===== src/rtl/arm_ctrl_pkg.sv =====
// ============================================================================
// Module   : arm_ctrl_pkg
// Brief    : Shared state encoding, ALU op codes and DP cmd codes for the
//            multicycle ARM control unit.
// Revision : 1.0
// ============================================================================
`default_nettype none

package arm_ctrl_pkg;

    typedef enum logic [3:0] {
        FETCH  = 4'd0,
        DECODE = 4'd1,
        MEMADR = 4'd2,
        MEMRD  = 4'd3,
        MEMWB  = 4'd4,
        MEMWR  = 4'd5,
        EXECR  = 4'd6,
        EXECI  = 4'd7,
        ALUWB  = 4'd8,
        BRANCH = 4'd9
    } state_t;

    localparam logic [2:0] ALU_ADD = 3'b000;
    localparam logic [2:0] ALU_SUB = 3'b001;
    localparam logic [2:0] ALU_AND = 3'b010;
    localparam logic [2:0] ALU_ORR = 3'b011;
    localparam logic [2:0] ALU_EOR = 3'b100;
    localparam logic [2:0] ALU_MOV = 3'b101;

    // Funct[4:1] data-processing command codes
    localparam logic [3:0] CMD_ADD = 4'b0100;
    localparam logic [3:0] CMD_SUB = 4'b0010;
    localparam logic [3:0] CMD_AND = 4'b0000;
    localparam logic [3:0] CMD_ORR = 4'b1100;
    localparam logic [3:0] CMD_EOR = 4'b0001;
    localparam logic [3:0] CMD_MOV = 4'b1101;
    localparam logic [3:0] CMD_CMP = 4'b1010;

    localparam logic [1:0] OP_DP  = 2'b00;
    localparam logic [1:0] OP_MEM = 2'b01;
    localparam logic [1:0] OP_BR  = 2'b10;
    localparam logic [1:0] OP_BAD = 2'b11;

    function automatic logic [1:0] immSrcOf(input logic [1:0] op);
        case (op)
            OP_MEM:  return 2'b01;
            OP_BR:   return 2'b10;
            default: return 2'b00;
        endcase
    endfunction

endpackage

`default_nettype wire


===== src/rtl/arm_alu_decoder.sv =====
// ============================================================================
// Module   : arm_alu_decoder
// Brief    : Combinational decode of the DP cmd field into ALU op, flag write
//            enables, compare-only suppression and an unsupported-cmd flag.
// Revision : 1.0
// ============================================================================
`default_nettype none

module arm_alu_decoder
    import arm_ctrl_pkg::*;
#(
    parameter int ALU_W = 3
) (
    input  logic [3:0]       cmd,
    input  logic             S,
    input  logic             aluOpEn,
    output logic [ALU_W-1:0] ALUControl,
    output logic [1:0]       FlagW,
    output logic             NoWrite,
    output logic             badCmd
);

    logic [2:0] w_op;
    logic       w_arith;
    logic       w_noWrite;
    logic       w_bad;

    always_comb begin
        w_op      = ALU_ADD;
        w_arith   = 1'b0;
        w_noWrite = 1'b0;
        w_bad     = 1'b0;
        case (cmd)
            CMD_ADD: begin w_op = ALU_ADD; w_arith = 1'b1; end
            CMD_SUB: begin w_op = ALU_SUB; w_arith = 1'b1; end
            CMD_AND: w_op = ALU_AND;
            CMD_ORR: w_op = ALU_ORR;
            CMD_EOR: w_op = ALU_EOR;
            CMD_MOV: w_op = ALU_MOV;
            CMD_CMP: begin w_op = ALU_SUB; w_arith = 1'b1; w_noWrite = 1'b1; end
            default: w_bad = 1'b1;
        endcase
    end

    // Outside the ALU states everything collapses to a plain ADD with no side effects
    assign ALUControl = aluOpEn ? ALU_W'(w_op) : ALU_W'(ALU_ADD);
    assign FlagW      = aluOpEn ? {S, S & w_arith} : 2'b00;
    assign NoWrite    = aluOpEn & w_noWrite;
    assign badCmd     = aluOpEn & w_bad;

endmodule

`default_nettype wire


===== src/rtl/arm_multicycle_ctrl.sv =====
// ============================================================================
// Module   : arm_multicycle_ctrl
// Brief    : Multicycle ARM control FSM with memory wait handshake. Define
//            ARM_CTRL_PERF_CNT_EN to build the retired-instruction/cycle counters.
// Revision : 1.0
// ============================================================================
`default_nettype none

module arm_multicycle_ctrl
    import arm_ctrl_pkg::*;
#(
    parameter int ALU_W = 3,
    parameter int CNT_W = 32
) (
    input  logic             clk,
    input  logic             reset,
    input  logic [1:0]       Op,
    input  logic [5:0]       Funct,
    input  logic [3:0]       Rd,
    input  logic             mem_ready,
    output logic             IRWrite,
    output logic             NextPC,
    output logic             AdrSrc,
    output logic [1:0]       ALUSrcA,
    output logic [1:0]       ALUSrcB,
    output logic [1:0]       ResultSrc,
    output logic [1:0]       ImmSrc,
    output logic [1:0]       RegSrc,
    output logic             RegW,
    output logic             MemW,
    output logic             Branch,
    output logic             PCS,
    output logic [ALU_W-1:0] ALUControl,
    output logic [1:0]       FlagW,
    output logic             NoWrite,
    output logic             illegal,
    output logic [CNT_W-1:0] instr_count,
    output logic [CNT_W-1:0] cycle_count
);

    state_t r_state;
    state_t w_nextState;
    logic   w_inExec;
    logic   w_aluOpEn;
    logic   w_badCmd;
    logic   w_noWrite;
    logic [1:0] w_flagW;

    assign w_inExec  = (r_state == EXECR) || (r_state == EXECI);
    assign w_aluOpEn = !reset && (w_inExec || (r_state == ALUWB));

    arm_alu_decoder #(.ALU_W(ALU_W)) u_aluDec (
        .cmd        (Funct[4:1]),
        .S          (Funct[0]),
        .aluOpEn    (w_aluOpEn),
        .ALUControl (ALUControl),
        .FlagW      (w_flagW),
        .NoWrite    (w_noWrite),
        .badCmd     (w_badCmd)
    );

    assign NoWrite = w_noWrite;

    always_ff @(posedge clk) begin
        if (reset) r_state <= FETCH;
        else       r_state <= w_nextState;
    end

    always_comb begin
        w_nextState = r_state;
        case (r_state)
            FETCH:  if (mem_ready) w_nextState = DECODE;
            DECODE: begin
                case (Op)
                    OP_MEM:  w_nextState = MEMADR;
                    OP_DP:   w_nextState = Funct[5] ? EXECI : EXECR;
                    OP_BR:   w_nextState = BRANCH;
                    default: w_nextState = FETCH;
                endcase
            end
            MEMADR: w_nextState = Funct[0] ? MEMRD : MEMWR;
            MEMRD:  if (mem_ready) w_nextState = MEMWB;
            MEMWR:  if (mem_ready) w_nextState = FETCH;
            EXECR,
            EXECI:  w_nextState = ALUWB;
            MEMWB,
            ALUWB,
            BRANCH: w_nextState = FETCH;
            default: w_nextState = FETCH;
        endcase
    end

    // Reset overrides every enable and select so an abandoned instruction writes nothing
    always_comb begin
        IRWrite   = 1'b0;
        NextPC    = 1'b0;
        AdrSrc    = 1'b0;
        ALUSrcA   = 2'b00;
        ALUSrcB   = 2'b00;
        ResultSrc = 2'b00;
        ImmSrc    = 2'b00;
        RegSrc    = 2'b00;
        RegW      = 1'b0;
        MemW      = 1'b0;
        Branch    = 1'b0;
        PCS       = 1'b0;
        FlagW     = 2'b00;
        illegal   = 1'b0;
        if (!reset) begin
            ImmSrc = immSrcOf(Op);
            RegSrc = {Op == OP_MEM, Op == OP_BR};
            case (r_state)
                FETCH: begin
                    ALUSrcA   = 2'b01;
                    ALUSrcB   = 2'b10;
                    ResultSrc = 2'b10;
                    IRWrite   = mem_ready;
                    NextPC    = mem_ready;
                end
                DECODE: begin
                    ALUSrcA = 2'b01;
                    ALUSrcB = 2'b10;
                    illegal = (Op == OP_BAD);
                end
                MEMADR: ALUSrcB = 2'b01;
                MEMRD:  AdrSrc  = 1'b1;
                MEMWB: begin
                    ResultSrc = 2'b01;
                    RegW      = 1'b1;
                    PCS       = (Rd == 4'hF);
                end
                MEMWR: begin
                    AdrSrc = 1'b1;
                    MemW   = 1'b1;
                end
                EXECR,
                EXECI: begin
                    ALUSrcB = (r_state == EXECI) ? 2'b01 : 2'b00;
                    FlagW   = w_flagW;
                    illegal = w_badCmd;
                end
                ALUWB: begin
                    RegW = !w_noWrite;
                    PCS  = (Rd == 4'hF) && !w_noWrite;
                end
                BRANCH: begin
                    ALUSrcA   = 2'b10;
                    ALUSrcB   = 2'b01;
                    ResultSrc = 2'b10;
                    Branch    = 1'b1;
                    PCS       = 1'b1;
                end
                default: ;
            endcase
        end
    end

`ifdef ARM_CTRL_PERF_CNT_EN
    logic [CNT_W-1:0] r_instrCount;
    logic [CNT_W-1:0] r_cycleCount;
    logic             w_retire;

    assign w_retire = (w_nextState == FETCH) &&
                      ((r_state == MEMWB) || (r_state == MEMWR) ||
                       (r_state == ALUWB) || (r_state == BRANCH));

    always_ff @(posedge clk) begin
        if (reset) begin
            r_instrCount <= '0;
            r_cycleCount <= '0;
        end else begin
            r_cycleCount <= r_cycleCount + 1'b1;
            if (w_retire) r_instrCount <= r_instrCount + 1'b1;
        end
    end

    assign instr_count = r_instrCount;
    assign cycle_count = r_cycleCount;
`else
    assign instr_count = '0;
    assign cycle_count = '0;
`endif

endmodule

`default_nettype wire


===== config.mk =====
export PLATFORM = sky130hd
export DESIGN_NAME = arm_multicycle_ctrl
export DESIGN_NICKNAME = d
export VERILOG_FILES = /design/src/rtl/arm_ctrl_pkg.sv /design/src/rtl/arm_alu_decoder.sv /design/src/rtl/arm_multicycle_ctrl.sv
export SDC_FILE = /design/constraint.sdc
export NUM_CORES = 1
export LEC_CHECK = 0
export BUFFER_PORTS_ARGS = -buffer_cell sky130_fd_sc_hd__buf_2
export CORE_UTILIZATION = 34
export DETAILED_ROUTE_END_ITERATION = 16
export HOLD_SLACK_MARGIN = 0.1
export PLACE_DENSITY = 0.77
export SLEW_MARGIN = 20
export SYNTH_ARGS = -nofsm -noshare
export SYNTH_HDL_FRONTEND = slang
export SYNTH_SLANG_ARGS = --single-unit
export TNS_END_PERCENT = 50

===== constraint.sdc =====
create_clock -name clk -period 1.6 [get_ports clk]
set_clock_uncertainty 0.1 [all_clocks]
set_input_delay 0.32 -clock clk [delete_from_list [all_inputs] [get_ports clk]]
set_output_delay 0.32 -clock clk [all_outputs]
set_load 0.01 [all_outputs]

# After elaboration in Yosys (flattened, before gate mapping)
# Index checks and enable logic that the tools add are counted.
[word_totals] regBits=4 output_inout_bits=88 elab_cells=83
[classes] n_eq_ne=22 muxes=39 bitwise_logic=3 reduce_logical=18
[op_table] op="== test 4 bit (second input constant)" n=6
[op_table] op="one-hot mux 4 bit (6 select lines)" n=1
[op_table] op="== test 4 x 3 -> 1 bit (second input constant)" n=5
[op_table] op="two-way mux 1 bit" n=16
[op_table] op="two-way mux 2 bit" n=8
[op_table] op="one-hot mux 3 bit (5 select lines)" n=1
[op_table] op="== test 4 x 2 -> 1 bit (second input constant)" n=3
[op_table] op="two-way mux 4 bit" n=3
[op_table] op="one-hot mux 2 bit (2 select lines)" n=3
[op_table] op="one-hot mux 4 bit (3 select lines)" n=1
[op_table] op="OR reduction 2 bit" n=6
[op_table] op="== test 4 x 1 -> 1 bit (second input constant)" n=2
[op_table] op="logical NOT 4 bit" n=2
[op_table] op="OR reduction 7 bit" n=1
[op_table] op="two-way mux 3 bit" n=2
[op_table] op="!= test 2 bit (second input constant)" n=3
[op_table] op="one-hot mux 2 bit (3 select lines)" n=1
[op_table] op="== test 2 bit (second input constant)" n=2
[op_table] op="one-hot mux 1 bit (2 select lines)" n=2
[op_table] op="AND 1 bit" n=3
[op_table] op="one-hot mux 1 bit (3 select lines)" n=1
[op_table] op="AND reduction 3 bit" n=1
[op_table] op="OR reduction 3 bit" n=1
[op_table] op="== test 2 x 1 -> 1 bit (second input constant)" n=1
[op_table] op="other kinds (4)" n=7

# Logic depth before layout (Yosys ltp)
# Gate-level depths: netlist of the first run.
[logic_depth] word_depth=9 mapped_depth=5

# By module
# A second synthesis of the first run with hierarchy kept.
[hier_totals] hier_cells=155 area_unflattened_um2=1144.8
[modules_own_cells] mod="arm_multicycle_ctrl" instances=1 cells_per_inst=136 area_each_um2=1018.5
[modules_own_cells] mod="arm_alu_decoder" instances=1 cells_per_inst=19 area_each_um2=126.4

# Worst setup path before layout of the first run
# No wires, ideal clock.
[synth_timing] kind="reg2out" from="reg r_state[3]" to="out NextPC" arrival_time_ps=1579 required_time_ps=1180 setup_slack_ps=-399 path_stages_with_launch=6 path_buffers=3 cell_sequence="dfxtp_1 -> buf_2 -> or2_2 -> clkbuf_1 -> nor4_1 -> buf_4"
[synth_between] elab_chain_cells=3
[synth_lines] item="start: declaration" line="arm_multicycle_ctrl.sv:41" source="state_t r_state;"
[synth_lines] item="start signal: assignment" line="arm_multicycle_ctrl.sv:66" source="else r_state <= w_nextState;"
[synth_lines] item="logical NOT 4 bit"
[synth_lines] item="two-way mux 1 bit (2 in series)"
[synth_lines] item="end: declaration" line="arm_multicycle_ctrl.sv:22" source="output logic NextPC,"
# No other way between the ends.

# Worst setup path after layout of the first run
[layout_timing] from="reg r_state[1]" to="out ALUControl[1]"
[layout_between] elab_chain_cells=5 word_cells_on_any_way=7 cone_classes="eq/ne (3); mux (1); reduce/logical (3)"
[layout_lines] item="== test 4 x 3 -> 1 bit" line="arm_multicycle_ctrl.sv:49" source="assign w_inExec = (r_state == EXECR) || (r_state == EXECI);"
[layout_lines] item="logical OR 1 bit" line="arm_multicycle_ctrl.sv:49"
[layout_lines] item="logical OR 1 bit *" line="arm_multicycle_ctrl.sv:50" source="assign w_aluOpEn = !reset && (w_inExec || (r_state == ALUWB));"
[layout_lines] item="logical AND 1 bit *" line="arm_multicycle_ctrl.sv:50"
[layout_lines] item="two-way mux 3 bit *" line="arm_alu_decoder.sv:46" source="assign ALUControl = aluOpEn ? ALU_W'(w_op) : ALU_W'(ALU_ADD);"
[layout_lines] item="end: declaration" line="arm_multicycle_ctrl.sv:33" source="output logic [ALU_W-1:0] ALUControl,"
# Mark *: on every way between the ends. The rest lies on a longest branch, timed or not.

==> results of run 1 <==
[kinds of logic (layout without fill, tap and decap cells)]
family                    Yosys count  count (layout)
DFF                                 4               4
muxes                               2               2
buffers and inverters              81              66
other                               1              64
AOI/OAI and AO/OA                  16              16
xor gates and xnor gates            4               4
and+or+nand+nor                    46              46
[power breakdown]
group | internal [mW] | leakage, nW | switching [mW]
Combinational | 0.175 | 0.714 | 0.239
Sequential | 0.111 | 0.0341 | 0.0107
Clock | 0.0848 | 0.0138 | 0.0538
[repair_timing]
action | 4_1_cts | 5_1_grt
gates resized for setup | 10 | 26
hold buffers | 0 | 0
hold endpoints to repair | 0 | 0
setup buffers | 1 | 6
endpoints found under the setup margin | 20 | 20
pin swaps | 2 | 5
[area by class of cell]
cell class	instances	area, µm²
Clock buffer	3	22.5
Timing Repair Buffer	60	417
Tap cell	44	55.1
Multi-Input combinational cell	132	852
Sequential cell	4	83.8
Inverter	3	11.3
Fill cell	311	1660
[worst paths after layout]
path	end	slack [ns]	cells after the start
max	ALUControl[1]	-0.52	4
min	r_state[3]$_SDFFE_PP0P_	0.42	4
max reg2reg	r_state[3]$_SDFFE_PP0P_	0.06	5
min reg2reg	r_state[3]$_SDFFE_PP0P_	0.53	3
[metal layers]
layer | part of all wire (%) | wire length (µm)
met5 | 0 | 0
met2 | 51 | 1360
met1 | 39 | 1030
met4 | 1.8 | 48
met3 | 8.6 | 229
[tightest hold or removal path: stages]
cell and delay, ns:
buf_2 0.15, nand2b_1 0.10, or4b_1 0.11, a21oi_1 0.05
[layout by cell type, fill, tap and decap left out, types with 4 or more instances in the layout]
master | synthesis | final
a21oi_1 | 5 | 5
buf_2 | 2 | 36
buf_4 | 67 | 16
buf_6 | 1 | 5
conb_1 | 1 | 64
nand2b_1 | 5 | 4
nor2_1 | 7 | 6
nor3b_1 | 6 | 4
==> out/qor.csv, run 1 <==
stage,metric,value,unit
global_routing,grt_start_max_net_pins,19,
final_layout,nNetsFinal,219,
yosys,async_flop_share,0,%
power_and_ir_drop,powerDensity,468,nW/µm²
worst_setup_path,cp.required,1.18,ns
yosys,synth-simple-area-share,27.6,%
worst_setup_path,crit_type,flop to output port,
worst_setup_path,cp.arrival,1.70,ns
route,drt_iter0_markers,24,
timing,fin_crit_sh,133,%
route,first_pass_iters,4,
final_layout,area.growth.synth_to_final,27.9,%
outcome,status,"finished, violations left",
floorplanning,die-area,3550,µm²
timing,fmax,0.471,GHz
yosys,syn_area_per_cell,7.32,µm²
yosys,synth_xor_area_share,3.11,%
yosys,synth.most_common_cell,buf_4,
yosys,yosys.area.top_type_share,44.6,%
floorplanning,start_util,36.3,%
placement,post_dp_cell_area,1210,µm²
worst_hold_path,min_from,Op[1],
yosys,synth_cell_types,39,
worst_setup_path,worstPathMaxFanout,4,
global_routing,use_met1,14.9,%
worst_hold_path,hold_class,primary input to flop,
worst_setup_path,crit_path_end_kind,output port,
yosys,synth_top_family_by_area,buffers and inverters,
timing,final-setup-viol-count,20,
power_and_ir_drop,power.total,0.674,mW
floorplanning,fp.dieW,59.6,µm
global_routing,gr-total-overflow,0,
yosys,yosys_warnings,0,
final_layout,final_layout_size_suffix_gt1_share,42.1,%
yosys,yosys.area.top_type,buf_4,
clock_tree,cts_buffer_depth,2,
clock_tree,clock-root-buffer,clkbuf_4,
global_routing,grt_use_met3,2.84,%
final_layout,top_register,r_state,
final_layout,largest_reg_flops,4,
timing,layout_min_cycle_time,2.12,ns
route,ant_nets,0,
timing,drv_slew,0,
worst_setup_path,slowest_stage,or4b_4,
placement,io_buffer_count,38,
worst_setup_path,critPathTopFamily,simple AND/OR/NAND/NOR gates,
global_routing,use_met2,24.2,%
power_and_ir_drop,ir_drop,0.000157,V
yosys,synthTopCellsByArea,"buf_4 45%, dfxtp_1 7.1%, nor3b_1 4.0%",
final_layout,top_regs,r_state (4),
global_routing,grt_first_pass_wirelength,3.53,mm
worst_setup_path,cp-startpoint,r_state[1]$_SDFFE_PP0P_,
yosys,ys.flop_type,dfxtp_1,
yosys,synthMuxAreaShare,1.89,%
yosys,synth_edf_count,0,
route,wl,2.68,mm
clock_tree,path_clk_slew,0.05,ns
timing,hold_slack,0.421,ns
clock_tree,cts-buffers-inserted,3,
placement,gp_congestion,0.809,
yosys,synth_seq_cells,4,
timing,hold_viol,0,
placement,place_inst,236,
power_and_ir_drop,leakagePower,0.762,nW
yosys,synthAdderAreaFrac,0,%
floorplanning,dieHeight,59.6,µm
timing,setup_ws,-0.522,ns
final_layout,finalNonFillerCells,246,
global_routing,grt_pass1_vias,775,
route,drc,0,
global_routing,track_usage,13.0,%
floorplanning,pin_count,103,
placement,hpwlAfterDp,1.74,mm
timing,setup_tns,-6.08,ns
yosys,synth_compound_area_share,9.77,%
final_layout,design_area,1440,µm²
floorplanning,core,3100,µm²
route,avgViaCountPerCell,4.18,
worst_setup_path,cpPeakStageDelay,0.53,ns
global_routing,busiest_layer,met2,
final_layout,antennaDiodeCount,0,
floorplanning,rows,20,
yosys,syn_inst,154,
final_layout,final_util,46.5,%
route,vias,1029,
placement,place_ws,-0.240,ns
yosys,seq_area_frac_synth,7.10,%
clock_tree,cts_num_sinks,4,
clock_tree,cts_tree,done,
yosys,synth_area,1130,µm²
worst_setup_path,r2r_start,r_state[1]$_SDFFE_PP0P_,
worst_setup_path,path_buf_inv,1,
worst_setup_path,path_cells,or4b_4 > a21o_4 > nor4_4 > buf_2,
clock_tree,clock_latency,0.25,ns
global_routing,antenna_found_initial,0,
timing,rsz0062_at_grt,true,
yosys,synth_common_cells,"67 x buf_4, 8 x clkbuf_1, 7 x nor2_1",
worst_setup_path,start_kind,flop,
run,max_cap_viol_count,0,
clock_tree,htree_levels,1,
route,wire_per_inst,10.9,µm
outcome,failed_checks,negative setup slack,
No activity file was read; power rests on OpenSTA's default activity.
==> inputs of run 2 (changes only) <==
Settings changed: ABC_AREA set to 1.
==> run 2 against run 1 <==
The run still ends with negative setup slack left. Critical path depth up 2. Power up 21%. First-iteration DRC count down 33%. Critical endpoint is now ALUControl[2]. Die area up 2.6%. Worst hold slack worse by 0.10 ns. Sequential power up 20%. Non-clock buffer count down 8. Global-route usage down 1.4 points.
==> out/qor.csv, run 2 <==
stage,metric,value,unit,change
outcome,status,"finished, violations left",,
outcome,failed_checks,negative setup slack,,
global_routing,gr-total-overflow,0,,unchanged
yosys,synth_xor_area_share,0,%,-3.1 points
global_routing,track_usage,11.6,%,-1.4 points
power_and_ir_drop,clkPwrFrac,15.1,%,-5.5 points
placement,gp_congestion,0.876,,+8.3%
final_layout,final_util,42.8,%,-3.6 points
final_layout,nNetsFinal,241,,+10%
floorplanning,start_util,36.7,%,+0.38 points
timing,final-setup-viol-count,14,,-30%
floorplanning,dieHeight,60.3,µm,+1.3%
power_and_ir_drop,powerDensity,604,nW/µm²,+29%
yosys,synth-simple-area-share,32.6,%,+5.0 points
yosys,yosys.area.top_type,buf_4,,
power_and_ir_drop,ir_drop,0.000241,V,+53%
final_layout,largest_reg_flops,4,,unchanged
power_and_ir_drop,p_int,0.426,mW,+15%
final_layout,final_layout_size_suffix_gt1_share,42.9,%,+0.78 points
yosys,async_flop_share,0,%,unchanged
final_layout,antennaDiodeCount,0,,unchanged
yosys,synth_cell_types,28,,-28%
timing,setup_tns,-0.800,ns,+5.28 ns
yosys,synth_seq_cells,4,,unchanged
worst_setup_path,start_kind,flop,,
route,wire_per_inst,8.21,µm,-25%
worst_setup_path,crit_type,flop to output port,,
worst_hold_path,hold_class,primary input to flop,,
yosys,seq_area_frac_synth,6.92,%,-0.18 points
power_and_ir_drop,power_frac_comb,66.9,%,+5.5 points
global_routing,grt_first_pass_wirelength,3.15,mm,-11%
timing,hold_viol,0,,unchanged
yosys,synthTopCellsByArea,"buf_4 44%, nand2_1 7.5%, dfxtp_1 6.9%",,
timing,fmax,0.586,GHz,+24%
floorplanning,fp.dieW,60.3,µm,+1.3%
final_layout,top_register,r_state,,
clock_tree,clock-root-buffer,clkbuf_4,,
placement,io_buffer_count,38,,unchanged
route,wl,2.20,mm,-18%
route,vias,1034,,+0.49%
worst_setup_path,cp.required,1.18,ns,about the same
floorplanning,pin_count,103,,unchanged
yosys,synth_common_cells,"68 x buf_4, 23 x nand2_1, 17 x inv_1",,
clock_tree,cts-buffers-inserted,3,,unchanged
global_routing,antenna_found_initial,0,,unchanged
clock_tree,path_clk_slew,0.04,ns,about the same
route,avgViaCountPerCell,3.86,,-7.8%
final_layout,top_regs,r_state (4),,
yosys,synth_compound_area_share,6.16,%,-3.6 points
clock_tree,clock_latency,0.23,ns,-0.02 ns
yosys,synthMuxAreaShare,0,%,-1.9 points
yosys,yosys_warnings,0,,unchanged
route,drt_iter0_markers,16,,-33%
worst_setup_path,cp.arrival,1.29,ns,-0.41 ns
clock_tree,hold_buffers,0,,unchanged
final_layout,nFillCells,339,,+9.0%
route,first_pass_iters,4,,unchanged
placement,hpwlAfterDp,1.71,mm,-1.6%
yosys,yosys.area.top_type_share,44.1,%,-0.51 points
yosys,synth_edf_count,0,,unchanged
power_and_ir_drop,seqPwrFrac,18.0,%,about the same
power_and_ir_drop,leakagePower,0.781,nW,+2.4%
route,ant_nets,0,,unchanged
yosys,synth_area,1160,µm²,+2.7%
global_routing,grt_pass1_vias,776,,+0.13%
yosys,syn_inst,178,,+16%
yosys,synth_top_family_by_area,buffers and inverters,,
clock_tree,htree_levels,1,,unchanged
timing,setup_ws,-0.105,ns,+0.417 ns
yosys,ys.flop_type,dfxtp_1,,
final_layout,final_cell_mix,"64 x conb_1, 38 x buf_2, 19 x nand2_1",,
final_layout,final_common_cell,conb_1,,
final_layout,area.growth.synth_to_final,16.6,%,
timing,drv_slew,0,,unchanged
route,drc,0,,unchanged
clock_tree,cts_tree,done,,
global_routing,grt_start_max_net_pins,12,,-7
worst_setup_path,worstPathMaxFanout,4,,unchanged
floorplanning,die-area,3640,µm²,+2.6%
timing,rsz0062_at_grt,true,,
timing,fin_crit_sh,107,%,-26 points
floorplanning,core,3150,µm²,+1.6%
clock_tree,cts_buffer_depth,2,,unchanged
run,max_cap_viol_count,0,,unchanged
clock_tree,cts_num_sinks,4,,unchanged
yosys,synth.most_common_cell,buf_4,,
floorplanning,rows,20,,unchanged
power_and_ir_drop,power.switching,0.390,mW,+28%
timing,layout_min_cycle_time,1.71,ns,-0.417 ns
worst_setup_path,crit_path_end_kind,output port,,
power_and_ir_drop,sw_frac_of_total,47.8,%,+2.7 points
yosys,synthAdderAreaFrac,0,%,unchanged
yosys,syn_area_per_cell,6.50,µm²,-11%
==> run 2: cell types whose count changed after synthesis, sizes merged, moves of 3 or more <==
cell and change:
nand2b -5, xor2 -3, and2 -3, nor4 -3, nor3 +4, nand3b -3
nor4b -3, inv +18, nand3 +14, nor2 +15, clkbuf -7, nand2 +22
nor3b -6
==> run 2: cell families after synthesis <==
logic type | count (synthesis)
buf+inv | 93
simple gates | 70
compound gates | 10
flops | 4
other cells | 1
==> run 2: critical path, cell delays in order (launching register included) <==
cell,delay [ns]
dfxtp_4,0.36
inv_4,0.06
nand2_4,0.06
nor2_4,0.17
o21ai_4,0.10
nor3_2,0.15
buf_2,0.14
==> run 2: power groups by stage <==
stage / registers, mW / logic [mW] / clock network [mW]
after floorplan: 0.134 / 0.443 / 0
after global placement: 0.138 / 0.409 / 0
after detailed placement: 0.140 / 0.411 / 0
after CTS: 0.144 / 0.483 / 0.132
after global routing: 0.150 / 0.603 / 0.144
final: 0.147 / 0.546 / 0.124
==> run 2: per-layer routing <==
layer  share of wire (%)  GRT usage (%)  wire length [µm]  up-vias
met1                  36           11.8               800      449
met4                0.95           4.98                21        0
met3                 8.8           4.26               194        3
met2                  54           21.2              1180       61
li1                    -              -                 -      521
met5                   0              0                 0        -
==> run 2: timing repair <==
action,in CTS,in global routing
pin swaps,10,10
gates resized for setup,21,12
gates cloned,0,1
setup buffers,6,2
endpoints found under the setup margin,19,20
==> run 2: path summary, 6_finish.rpt <==
path                           startpoint                 endpoint  slack (ns)  depth (start not counted)
hold reg to reg   r_state[0]$_SDFFE_PP0P_  r_state[0]$_SDFFE_PP0P_        0.62                          5
setup / recovery  r_state[3]$_SDFFE_PP0P_            ALUControl[2]       -0.11                          6
hold / removal                      Op[1]  r_state[3]$_SDFFE_PP0P_        0.32                          3
setup reg to reg  r_state[3]$_SDFFE_PP0P_  r_state[2]$_SDFFE_PP0P_        0.23                          7
==> run 2: area by class of cell <==
type	count	area, µm²	share of cell area [%]
Sequential cell	4	95.1	7.04
Inverter	21	86.3	6.39
Timing Repair Buffer	52	329	24.4
Tap cell	44	55.1	4.08
Multi-Input combinational cell	144	762	56.4
Clock buffer	3	22.5	1.67
==> run 2: metrics by stage <==
stage	hold slack [ns]	std cells	area (µm²)	power (mW)	setup WS, ns
3_5_place_dp	0.576	256	1150	0.551	0.0208
3_3_place_gp	0.564	256	1150	0.547	0.0677
6_report	0.318	268	1350	0.816	-0.105
5_1_grt	0.317	268	1350	0.897	-0.183
4_1_cts	0.314	265	1270	0.760	-0.106
2_1_floorplan	0.441	241	1390	0.577	0.0126
==> inputs of run 3 (changes only) <==
Settings changed: CORE_UTILIZATION 34 to 33, SYNTH_HIERARCHICAL set to 1.
==> run 3 against run 2 <==
The run still ends with negative setup slack left. Combinational power decreased by 35%. Critical endpoint is now illegal. Sequential cell count unchanged. Synthesized cell count down 1.7%. Count of clock-buffer cells in the layout stayed put. Maximum frequency is 11% lower. Core utilization is 3.2 points higher. Design area up 4.2%. Area after synthesis decreased by 7.8%. Wire length hardly changed. Power is 27% lower. Critical path type unchanged.
==> out/qor.csv, run 3 <==
stage,metric,value,unit,change
outcome,status,"finished, violations left",,
outcome,failed_checks,negative setup slack,,
run,max_cap_viol_count,0,,unchanged
yosys,yosys.area.top_type,buf_4,,
floorplanning,rows,20,,unchanged
yosys,synth_xor_area_share,0,%,unchanged
yosys,synthAdderAreaFrac,0,%,unchanged
clock_tree,path_clk_slew,0.04,ns,about the same
timing,fin_crit_sh,120,%,+13 points
worst_setup_path,start_kind,flop,,
yosys,synth-simple-area-share,29.2,%,-3.5 points
final_layout,largest_reg_flops,4,,unchanged
floorplanning,start_util,35.0,%,-1.7 points
route,drt_iter0_markers,28,,+12
timing,fmax,0.523,GHz,-11%
clock_tree,cts_tree,done,,
power_and_ir_drop,leakagePower,0.823,nW,+5.4%
yosys,synth.most_common_cell,buf_4,,
final_layout,antennaDiodeCount,0,,unchanged
power_and_ir_drop,power.switching,0.264,mW,-32%
timing,hold_slack,0.313,ns,-0.00514 ns
route,wire_per_inst,7.75,µm,-5.6%
floorplanning,pin_count,103,,unchanged
yosys,yosys.area.top_type_share,47.1,%,+3.0 points
timing,layout_min_cycle_time,1.91,ns,+0.208 ns
clock_tree,htree_levels,1,,unchanged
worst_setup_path,cp.required,1.18,ns,about the same
yosys,synth_seq_cells,4,,unchanged
timing,drv_slew,0,,unchanged
floorplanning,core,3050,µm²,-3.2%
power_and_ir_drop,ir_drop,0.000252,V,+4.9%
yosys,synth_area,1070,µm²,-7.8%
yosys,synth_top_family_by_area,buffers and inverters,,
route,vias,1057,,+2.2%
power_and_ir_drop,power_frac_comb,60.0,%,-6.9 points
final_layout,finalNonFillerCells,284,,+6.0%
worst_setup_path,crit_type,flop to output port,,
power_and_ir_drop,sw_frac_of_total,44.5,%,-3.2 points
power_and_ir_drop,powerDensity,421,nW/µm²,-30%
worst_setup_path,cp.arrival,1.49,ns,+0.20 ns
clock_tree,clock-root-buffer,clkbuf_4,,
final_layout,final_layout_size_suffix_gt1_share,44.6,%,+1.7 points
timing,setup_ws,-0.313,ns,-0.208 ns
global_routing,grt_pass1_vias,856,,+10%
route,first_pass_iters,4,,unchanged
route,drc,0,,unchanged
clock_tree,cts_num_sinks,4,,unchanged
floorplanning,die-area,3470,µm²,-4.8%
worst_hold_path,hold_class,primary input to flop,,
worst_setup_path,ff2ff_path_depth,9,,+2
placement,place_inst,274,,+7.0%
worst_setup_path,worstPathMaxFanout,4,,unchanged
global_routing,grt_first_pass_wirelength,3.28,mm,+4.2%
route,wl,2.20,mm,about the same
final_layout,final_util,46.1,%,+3.2 points
final_layout,design_area,1410,µm²,+4.2%
yosys,synthMuxAreaShare,0,%,unchanged
clock_tree,clock_latency,0.23,ns,about the same
global_routing,antenna_found_initial,0,,unchanged
placement,io_buffer_count,38,,unchanged
placement,gp_congestion,0.802,,-8.5%
yosys,yosys_warnings,6,,+6
yosys,syn_inst,175,,-1.7%
final_layout,top_regs,r_state (4),,
yosys,seq_area_frac_synth,7.50,%,+0.58 points
yosys,syn_area_per_cell,6.10,µm²,-6.2%
placement,post_dp_cell_area,1240,µm²,+8.0%
final_layout,top_register,r_state,,
final_layout,nFillCells,351,,+3.5%
timing,hold_viol,0,,unchanged
route,ant_nets,0,,unchanged
yosys,synth_compound_area_share,9.14,%,+3.0 points
clock_tree,cts-buffers-inserted,3,,unchanged
floorplanning,fp.dieW,58.9,µm,-2.4%
clock_tree,hold_buffers,0,,unchanged
global_routing,track_usage,12.1,%,+0.50 points
timing,rsz0062_at_grt,true,,
yosys,synthTopCellsByArea,"buf_4 47%, nand2_1 9.5%, dfxtp_1 7.5%",,
final_layout,final_common_cell,conb_1,,
route,avgViaCountPerCell,3.72,,-3.5%
yosys,synth_common_cells,"67 x buf_4, 27 x nand2_1, 21 x nor2_1",,
worst_setup_path,crit_path_end_kind,output port,,
floorplanning,dieHeight,58.9,µm,-2.4%
placement,hpwlAfterDp,1.83,mm,+7.1%
yosys,synth_cell_types,23,,-18%
global_routing,gr-total-overflow,0,,unchanged
power_and_ir_drop,seqPwrFrac,19.6,%,+1.6 points
yosys,synth_edf_count,0,,unchanged
final_layout,nNetsFinal,257,,+6.6%
power_and_ir_drop,p_int,0.329,mW,-23%
placement,place_ws,-0.152,ns,-0.173 ns
timing,final-setup-viol-count,18,,+4
yosys,async_flop_share,0,%,unchanged
power_and_ir_drop,clkPwrFrac,20.4,%,+5.3 points
final_layout,area.growth.synth_to_final,31.8,%,
global_routing,grt_start_max_net_pins,16,,+4
yosys,ys.flop_type,dfxtp_1,,
worst_hold_path,min_path_cells,3,,unchanged
final_layout,final_cell_mix,"64 x conb_1, 35 x buf_2, 26 x buf_4",,
clock_tree,cts_buffer_depth,2,,unchanged
run 3: changes by cell type in the layout (fill, tap and decap cells not counted), sizes merged, moves of 2 or more:
cell   delta
a21oi     +4
nor2      +4
nor3      -2
nand2     +6
o21a      +2
buf      +16
nand3     -6
inv       -3
nand4     -3
run 3: logic make-up (layout without fill, tap and decap cells):
| family | Yosys count | count (layout) |
|---|---|---|
| compound gates | 15 | 15 |
| buf+inv | 86 | 88 |
| flops | 4 | 4 |
| other cells | 1 | 64 |
| simple gates | 69 | 69 |
run 3: what timing repair did:
action | CTS | global route
resized for setup | 17 | 8
setup endpoints to repair | 20 | 20
pin swaps | 11 | 5
setup buffers | 4 | 4
run 3: final cells by class:
| type | instances | area, µm² | area share, % |
|---|---|---|---|
| well taps | 44 | 55.1 | 3.91 |
| repair buffers | 67 | 438 | 31.1 |
| flip-flops and latches | 4 | 86.3 | 6.14 |
| inverters | 18 | 67.6 | 4.80 |
| clock buffers | 3 | 22.5 | 1.60 |
| multi-input cells | 148 | 737 | 52.4 |
run 3: final timing paths:
| kind | end | startpoint | slack, ns |
|---|---|---|---|
| worst max-delay path | illegal | r_state[2]$_SDFFE_PP0P_ | -0.31 |
| worst min-delay path | r_state[0]$_SDFFE_PP0P_ | mem_ready | 0.31 |
| worst max register to register | r_state[1]$_SDFFE_PP0P_ | r_state[3]$_SDFFE_PP0P_ | 0.19 |
| worst min register to register | r_state[3]$_SDFFE_PP0P_ | r_state[3]$_SDFFE_PP0P_ | 0.64 |
run 3: metrics by stage:
stage,power (mW),TNS [ns]
floorplan,0.431,-0.167
global placement,0.429,-0.294
detailed placement,0.434,-0.597
CTS,0.582,-3.76
global route,0.645,-5.59
finish,0.593,-3.76
run 3: power by group through the flow:
stage | sequential [mW] | combinational, mW | clock [mW]
2_1_floorplan | 0.118 | 0.312 | 0
3_3_place_gp | 0.117 | 0.312 | 0
3_5_place_dp | 0.117 | 0.317 | 0
4_1_cts | 0.117 | 0.338 | 0.127
5_1_grt | 0.117 | 0.395 | 0.133
6_report | 0.116 | 0.356 | 0.121
run 3: worst max-delay path: stages (launching register included):
cell     delay (ns)
dfxtp_2        0.34
inv_2          0.06
nor3_4         0.19
nand2_2        0.10
nand2_4        0.08
nand3_1        0.08
nor2_1         0.09
nand2_1        0.07
a21oi_2        0.11
buf_2          0.14
run 3: routing by layer:
metal  wire length, µm  track usage, %
met1               823            13.3
met2              1210            24.0
met3               164            1.54
met4                 0            3.06
met5                 0               0
